===== config.mk =====
export PLATFORM = sky130hd
export DESIGN_NAME = irq_priority_resolver
export DESIGN_NICKNAME = d
export VERILOG_FILES = /design/src/rtl/irq_priority_resolver.sv
export SDC_FILE = /design/constraint.sdc
export NUM_CORES = 1
export LEC_CHECK = 0
export CELL_PAD_IN_SITES_DETAIL_PLACEMENT = 0
export CELL_PAD_IN_SITES_GLOBAL_PLACEMENT = 2
export CORE_ASPECT_RATIO = 0.5
export CORE_MARGIN = 1.5
export CORE_UTILIZATION = 39
export CTS_CLUSTER_DIAMETER = 150
export CTS_CLUSTER_SIZE = 14
export DETAILED_ROUTE_END_ITERATION = 8
export PLACE_DENSITY_LB_ADDON = 0.25
export SETUP_SLACK_MARGIN = 0.05
export SKIP_LAST_GASP = 1
export SYNTH_ARGS = -nofsm -noshare
export SYNTH_HDL_FRONTEND = slang
export SYNTH_SLANG_ARGS = --single-unit

===== constraint.sdc =====
create_clock -name clk -period 11.19 [get_ports clk]
set_input_delay 2.238 -clock clk [delete_from_list [all_inputs] [get_ports clk]]
set_output_delay 2.238 -clock clk [all_outputs]
set_load 0.02 [all_outputs]

===== src/rtl/irq_priority_resolver.sv =====
// Interrupt priority resolver: request/in-service registers,
// fixed or rotating priority, and an ack/vector handshake.
module irq_priority_resolver #(
  parameter int N = 8
) (
  input  logic                 clk,
  input  logic                 rst_n,
  input  logic [N-1:0]         req,
  input  logic [N-1:0]         mask,
  input  logic                 rotate_mode,
  input  logic                 ack,
  input  logic                 eoi,
  input  logic                 eoi_specific,
  input  logic [$clog2(N)-1:0] eoi_level,
  output logic                 int_out,
  output logic                 vec_valid,
  output logic [$clog2(N)-1:0] vec,
  output logic                 spurious,
  output logic [N-1:0]         isr
);

  localparam int W = $clog2(N);

  typedef enum logic [1:0] {
    IDLE,
    PEND,
    HOLD
  } state_t;

  state_t state, state_d;

  logic [N-1:0] irr;
  logic [W-1:0] lp, lp_d;
  logic [N-1:0] pend_req;

  logic         cand_hit, isr_hit;
  logic [W-1:0] cand_idx, isr_idx;
  logic [W-1:0] cand_rank, isr_rank;
  logic [W-1:0] ch;
  logic         winner;

  logic         int_out_d, vec_valid_d, spurious_d;
  logic [W-1:0] vec_d;
  logic [N-1:0] ack_set, eoi_clear;
  logic         eoi_hit, level_ok;
  logic [W-1:0] eoi_ch;

  assign pend_req = irr & ~mask;

  // Walk from lowest to highest priority so the last hit wins.
  always_comb begin
    cand_hit  = 1'b0;
    cand_idx  = '0;
    cand_rank = '0;
    isr_hit   = 1'b0;
    isr_idx   = '0;
    isr_rank  = '0;
    ch        = '0;
    for (int k = N - 1; k >= 0; k--) begin
      ch = W'((int'(lp) + 1 + k) % N);
      if (pend_req[ch]) begin
        cand_hit  = 1'b1;
        cand_idx  = ch;
        cand_rank = W'(k);
      end
      if (isr[ch]) begin
        isr_hit  = 1'b1;
        isr_idx  = ch;
        isr_rank = W'(k);
      end
    end
  end

  assign winner = cand_hit &&
                  (!isr_hit || (cand_rank < isr_rank));

  assign level_ok = ({{(32-W){1'b0}}, eoi_level} < 32'(N));

  always_comb begin
    eoi_hit   = 1'b0;
    eoi_ch    = '0;
    eoi_clear = '0;
    if (eoi) begin
      if (eoi_specific) begin
        if (level_ok && isr[eoi_level]) begin
          eoi_hit = 1'b1;
          eoi_ch  = eoi_level;
        end
      end else if (isr_hit) begin
        eoi_hit = 1'b1;
        eoi_ch  = isr_idx;
      end
    end
    if (eoi_hit) eoi_clear[eoi_ch] = 1'b1;
  end

  always_comb begin
    if (!rotate_mode) lp_d = W'(N - 1);
    else if (eoi_hit) lp_d = eoi_ch;
    else              lp_d = lp;
  end

  always_comb begin
    state_d     = state;
    int_out_d   = int_out;
    vec_valid_d = 1'b0;
    vec_d       = vec;
    spurious_d  = spurious;
    ack_set     = '0;
    unique case (state)
      IDLE: begin
        if (winner) begin
          int_out_d = 1'b1;
          state_d   = PEND;
        end
      end
      PEND: begin
        if (ack) begin
          state_d     = HOLD;
          int_out_d   = 1'b0;
          vec_valid_d = 1'b1;
          if (winner) begin
            vec_d            = cand_idx;
            spurious_d       = 1'b0;
            ack_set[cand_idx] = 1'b1;
          end else begin
            vec_d      = W'(N - 1);
            spurious_d = 1'b1;
          end
        end else if (!winner) begin
          int_out_d = 1'b0;
          state_d   = IDLE;
        end
      end
      HOLD: state_d = IDLE;
      default: state_d = IDLE;
    endcase
  end

  always_ff @(posedge clk or negedge rst_n) begin
    if (!rst_n) begin
      state     <= IDLE;
      irr       <= '0;
      isr       <= '0;
      lp        <= W'(N - 1);
      int_out   <= 1'b0;
      vec_valid <= 1'b0;
      vec       <= '0;
      spurious  <= 1'b0;
    end else begin
      state     <= state_d;
      irr       <= req & ~ack_set;
      isr       <= (isr & ~eoi_clear) | ack_set;
      lp        <= lp_d;
      int_out   <= int_out_d;
      vec_valid <= vec_valid_d;
      vec       <= vec_d;
      spurious  <= spurious_d;
    end
  end

endmodule


== Yosys cells after proc, flatten, opt, wreduce, memory -nomap -nowiden ==
Index checks and enable logic that the tools add are counted.

* Register bits: 27
* Bits in latches: 0
* Memory bits (writable): 0
* Memory bits (read-only): 0
* Output and inout bits: 14
* Logic and storage cells: 163
* Memories: 0

* $add $sub $neg: 8
* $mul: 0
* Div/mod/pow operators: 0
* Magnitude comparators: 14
* Equal/unequal tests: 4
* Shifts and indexed selects: 0
* Multiplexer cells: 112
* Bitwise gates (word level): 7
* Reductions and logical operators: 10

{| class="wikitable"
|+ Operators by type and width
! kind !! count
|-
| 3-bit 2-to-1 mux || 39
|-
| 1-bit binary-select mux with 3-bit select || 17
|-
| 1-bit 2-to-1 mux || 45
|-
| 3-bit by 4-bit less-than comparator with 1-bit output (second input constant) || 11
|-
| 8-bit 2-to-1 mux || 4
|-
| 8-bit bitwise AND || 3
|-
| 8-bit inverter || 3
|-
| 3-bit adder (second input constant) || 4
|-
| 8-bit bitwise OR || 1
|-
| 3-bit by 1-bit adder with 3-bit output (second input constant) || 2
|-
| 3-bit by 2-bit adder with 3-bit output (second input constant) || 2
|-
| 1-bit demux with 3-bit select || 2
|-
| 3-bit by 1-bit greater-or-equal comparator with 1-bit output (second input constant) || 2
|-
| 2-bit 2-to-1 mux || 3
|-
| 2-bit case mux with 2 select lines || 1
|-
| 2-bit AND reduction || 2
|-
| 1-bit logical AND || 3
|-
| 3-bit less-than comparator || 1
|-
| 3-bit inequality test (second input constant) || 1
|-
| 3-bit AND reduction || 1
|-
| 2-bit by 1-bit equality test with 1-bit output (second input constant) || 1
|-
| 2-bit logical NOT || 1
|-
| 2-bit by 1-bit inequality test with 1-bit output (second input constant) || 1
|-
| 2-bit inequality test (second input constant) || 1
|-
| 4 further kinds || 4
|}

== Depth between registers and ports, before layout ==
* Depth in word-level cells: 23
* Depth in mapped cells: 18

== Least setup slack after synthesis ==
Ideal clock, no wire load.

* Path kind: input to register
* Start point: in mask[1]
* End point: reg irr[2]
* Library setup time: 0.124 ns
* Arrival: 4.722 ns
* Data required time: 11.066 ns
* Slack: 6.344 ns
* Stages: 10
* Buffers on the path: 0
* Cell sequence: nand2b_1 mux4_2 mux2_2 a31oi_1 nor2_1 ha_1 or2_2 o32ai_4 nand3_4 o31a_1

* Word-level cells in the longest chain between the ends: 21
* Elaborated cells on any way between the ends: 55
* Classes of those cells: 3 x order compare; 45 x mux; 4 x bitwise; 3 x reduce/logical

{| class="wikitable"
|+ Ends and longest elaborated chain
! element !! RTL line !! RTL
|-
| start: declaration || 9 || <nowiki>input logic [N-1:0] mask,</nowiki>
|-
| 8-bit inverter * || 48 || <nowiki>assign pend_req = irr & ~mask;</nowiki>
|-
| 8-bit bitwise AND * || 48 ||
|-
| 1-bit binary-select mux with 3-bit select || 61 || <nowiki>if (pend_req[ch]) begin</nowiki>
|-
| 1-bit 2-to-1 mux (implied by the code) || 61 ||
|-
| 3-bit 2-to-1 mux (8 in a row) || 61 ||
|-
| 3-bit by 4-bit less-than comparator with 1-bit output (implied by the code) or 3-bit by 1-bit greater-or-equal comparator with 1-bit output (tied branches) || 125 || <nowiki>ack_set[cand_idx] = 1'b1;</nowiki>
|-
| 1-bit logical AND (implied by the code) || 125 ||
|-
| 1-bit 2-to-1 mux (implied by the code) || 125 ||
|-
| 1-bit demux with 3-bit select || 125 ||
|-
| 8-bit 2-to-1 mux * || 122 || <nowiki>if (winner) begin</nowiki>
|-
| 8-bit 2-to-1 mux * || 118 || <nowiki>if (ack) begin</nowiki>
|-
| 8-bit 2-to-1 mux * || 110 || <nowiki>unique case (state)</nowiki>
|-
| 8-bit inverter * || 152 || <nowiki>irr <= req & ~ack_set;</nowiki>
|-
| 8-bit bitwise AND * || 152 ||
|-
| end signal: assignment || 152 ||
|-
| end: declaration || 32 || <nowiki>logic [N-1:0] irr;</nowiki>
|}

Mark *: on every way between the ends. The rest lies on a longest branch, timed or not. The select of a mux whose other input is x is not followed.
A chain may end at the register's enable or synchronous reset.

== Worst setup path in the final report ==
* Start point: reg lp[0]
* End point: reg irr[2]

* Word-level cells in the longest chain between the ends: 21
* Elaborated cells on any way between the ends: 94
* Classes of those cells: 8 x add/sub; 3 x order compare; 77 x mux; 2 x bitwise; 4 x reduce/logical

{| class="wikitable"
|+ Ends and longest elaborated chain
! element !! RTL line !! RTL
|-
| start: declaration || 33 || <nowiki>logic [W-1:0] lp, lp_d;</nowiki>
|-
| start signal: assignment || 145 || <nowiki>lp <= W'(N - 1);</nowiki>
|-
| start signal: assignment || 154 || <nowiki>lp <= lp_d;</nowiki>
|-
| 3-bit by 1-bit adder with 3-bit output * || 60 || <nowiki>ch = W'((int'(lp) + 1 + k) % N);</nowiki>
|-
| 3-bit by 1-bit adder with 3-bit output || 60 ||
|-
| 1-bit binary-select mux with 3-bit select || 61 ||
|-
| 1-bit 2-to-1 mux (implied by the code) || 61 ||
|-
| 3-bit 2-to-1 mux (8 in a row) || 61 ||
|-
| 3-bit by 4-bit less-than comparator with 1-bit output (implied by the code) or 3-bit by 1-bit greater-or-equal comparator with 1-bit output (tied branches) || 125 ||
|-
| 1-bit logical AND (implied by the code) || 125 ||
|-
| 1-bit 2-to-1 mux (implied by the code) || 125 ||
|-
| 1-bit demux with 3-bit select || 125 ||
|-
| 8-bit 2-to-1 mux * || 122 ||
|-
| 8-bit 2-to-1 mux * || 118 ||
|-
| 8-bit 2-to-1 mux * || 110 ||
|-
| 8-bit inverter * || 152 ||
|-
| 8-bit bitwise AND * || 152 ||
|}

Marked as above.

==> results.cfg <==
[logic_synthesis]
yosysWarnings = 0
synth_edf_count = 0
ys_seq_area_share_pct = 20.6
syn-cell-area_sq_um = 3300
syn_avg_cell_area_sq_um = 9.48
yosysMostFrequentCell = nor2_1
synth_area_leaders = dfrtp_1 18%, mux4_2 18%, mux2i_1 3.9%, nor2_1 3.9%, nand2_1 3.5%
synth_top_area_share_pct = 18.2
synth_cell_types = 71
ys_ff_latch = 27
yosysTopAreaCell = dfrtp_1
syn_nets = 377
ys_top_cells_by_count = 34 x nor2_1, 31 x nand2_1, 26 x mux4_2
async_reset_ff_share_pct = 100
syn_inst = 348
synth_ff_type = dfrtp_1

[hold_path]
holdCritPathClass = register to register
min-delay-start = vec[1]

[setup_path]
startpoint = lp[0]
path_depth = 14
cp_slowest_cell = dfstp_2
crit_arrival_ns = 5.67
critPathLaunchType = register
required_ns = 11.33
path_cells = inv_4 > ha_1 > buf_4 > mux4_2 > nor2_1 > mux4_2 > nor2b_1 > o311ai_0 > ha_1 > o21a_1 > o21a_1 > o32ai_4 > nand3_4 > o31a_1
worstReg2RegEnd = irr[2]
critPathKind = register to register
critPathBufInv = 2
r2r_setup_slack_ns = 5.66
reg2reg_depth = 14
r2r-start = lp[0]
cpLargestDelayFamily = compound AO/OA/AOI/OAI gates
cp_max_fo = 37
slowest_delay_ns = 1.03
cp-endpoint = irr[2]
endpoint_kind = register

[sta]
setup_tns_ns = 0
min_period_over_period_pct = 49.4
max_slew_margin_pct = 44.8
rsz0062_at_grt = false
fmax_mhz = 181
maxSlewViolCount = 0
hold_viol = 0
min_period_ns = 5.53
finalSetupViolCount = 0
finClkSkew_ns = 0.00624
worst_slew_pin_slew_ns = 0.817

[clocking]
cts_tree = built
cts_resized = 0
numCtsBuffers = 3
path_clk_slew_ns = 0.06
clock_latency_ns = 0.26
clock-sinks = 27
htreeDepth = 1
clock-root-buffer = clkbuf_16
post_cts_buffers = 0
ctsHoldBuffers = 0
clock_path_buffers = 2

[placed_design]
io_buffers = 38
hpwlAfterDp_mm = 7.80
gp_congestion = 0.887

[die]
die_width_um = 133
coreArea_sq_um = 8090
die_area_sq_um = 9050
start_util_pct = 40.8
die_y_um = 68.0
ios = 39
num_rows = 23

[grt]
grt_pass1_wl_mm = 16.0
grt_max_degree = 38
antenna_found_initial = 0
overflow = 0
grt_pass1_vias = 2910
grt.total_usage_pct = 23.2

[drt]
post-route-drc-count = 0
dr.pass1.iters = 5
vias_per_cell = 6.32
wl_mm = 9.97
vias = 3083
drtIter0Drc = 299
ant_nets = 0
post_drt_wl_per_cell_um = 20.4

[layout]
fill_cells = 784
nets = 406
drive_above_1_share_pct = 16.2
syn2layout_area_growth_pct = 15.7
antenna_cells = 0

[run_status]
status = finished, final reports clean

[run]
max_cap_violations = 0
-- layout by cell type (no fill, tap or decap), types with 4 or more instances in the layout --
| cell | Yosys | routed |
|---|---|---|
| dfrtp_1 | 24 | 24 |
| nor3b_1 | 5 | 5 |
| nand3_1 | 6 | 6 |
| o21ai_0 | 17 | 17 |
| inv_1 | 11 | 11 |
| a31oi_1 | 4 | 4 |
| o211ai_1 | 8 | 8 |
| nor2b_1 | 10 | 10 |
| a21boi_0 | 4 | 4 |
| ha_1 | 4 | 4 |
| mux2_2 | 10 | 10 |
| nand2b_1 | 11 | 11 |
| buf_4 | 2 | 4 |
| mux4_2 | 26 | 26 |
| nand3b_1 | 4 | 4 |
| clkdlybuf4s50_1 | 0 | 38 |
| o31ai_1 | 6 | 6 |
| o21a_1 | 10 | 10 |
| and2_1 | 5 | 5 |
| a21oi_1 | 11 | 11 |
| nand2_1 | 31 | 31 |
| a22o_1 | 4 | 4 |
| nor2_1 | 34 | 34 |
| mux2i_1 | 13 | 13 |
| a211oi_1 | 6 | 6 |
-- how the worst min path moves through the flow --
| stage | endpoint | cells past startpoint |
|---|---|---|
| global route | lp[1] | 2 |
| detailed placement | vec[1] | 2 |
| finish | vec[1] | 2 |
| CTS | vec[1] | 2 |
| floorplan | lp[1] | 2 |
| global placement | spurious | 2 |
-- routing by layer --
layer / track usage [%] / vias to the layer above / wire, um
met1: 33.5 / 1542 / 4740
met3: 5.04 / 7 / 762
met4: 5.36 / 0 / 73
li1: - / 1414 / -
met2: 35.7 / 120 / 4390
met5: 0 / - / 0
-- area by class of cell --
cell class	instances	area (sq um)	area share, %
inverters	12	47.5	1.25
repair buffers	42	410	10.8
clock buffers	3	75.1	1.97
multi-input cells	291	2460	64.4
well taps	112	140	3.67
flip-flops and latches	27	679	17.8
clock inverters	1	5.00	0.131
-- registers in the layout, indices dropped and copies added, names as in the netlist --
register and count:
irr 8, isr 8, lp 3, vec 3, state 2, int_out 1, spurious 1, vec_valid 1
-- cell families after synthesis --
logic type	share of synthesized area, %
muxes	27.7
adders and majority gates	1.52
xor gates and xnor gates	2.69
buffers and inverters	4.89
and+or+nand+nor	19.1
AOI/OAI and AO/OA	23.5
DFF	20.6
-- through the flow --
step           setup WS, ns  util [%]  instances  cell area (sq um)  hold WS, ns
2_1_floorplan          6.34         -        348               3300        0.491
3_3_place_gp           5.53      46.2        484               3730        0.492
3_5_place_dp           5.47      46.2        484               3730        0.487
4_1_cts                5.71      47.2        488               3810        0.519
5_1_grt                5.36      47.2        488               3810        0.565
6_report               5.66      47.2        488               3810        0.513
-- tightest hold or removal path: cells and delay by family, from the launching register on --
kind | cells | cell delay [ns]
flip-flops | 1 | 0.35
AND/OR/NAND/NOR | 2 | 0.13
Power is not shown: default switching activity piles up to over one toggle a cycle in this logic, so the estimate is an artifact.
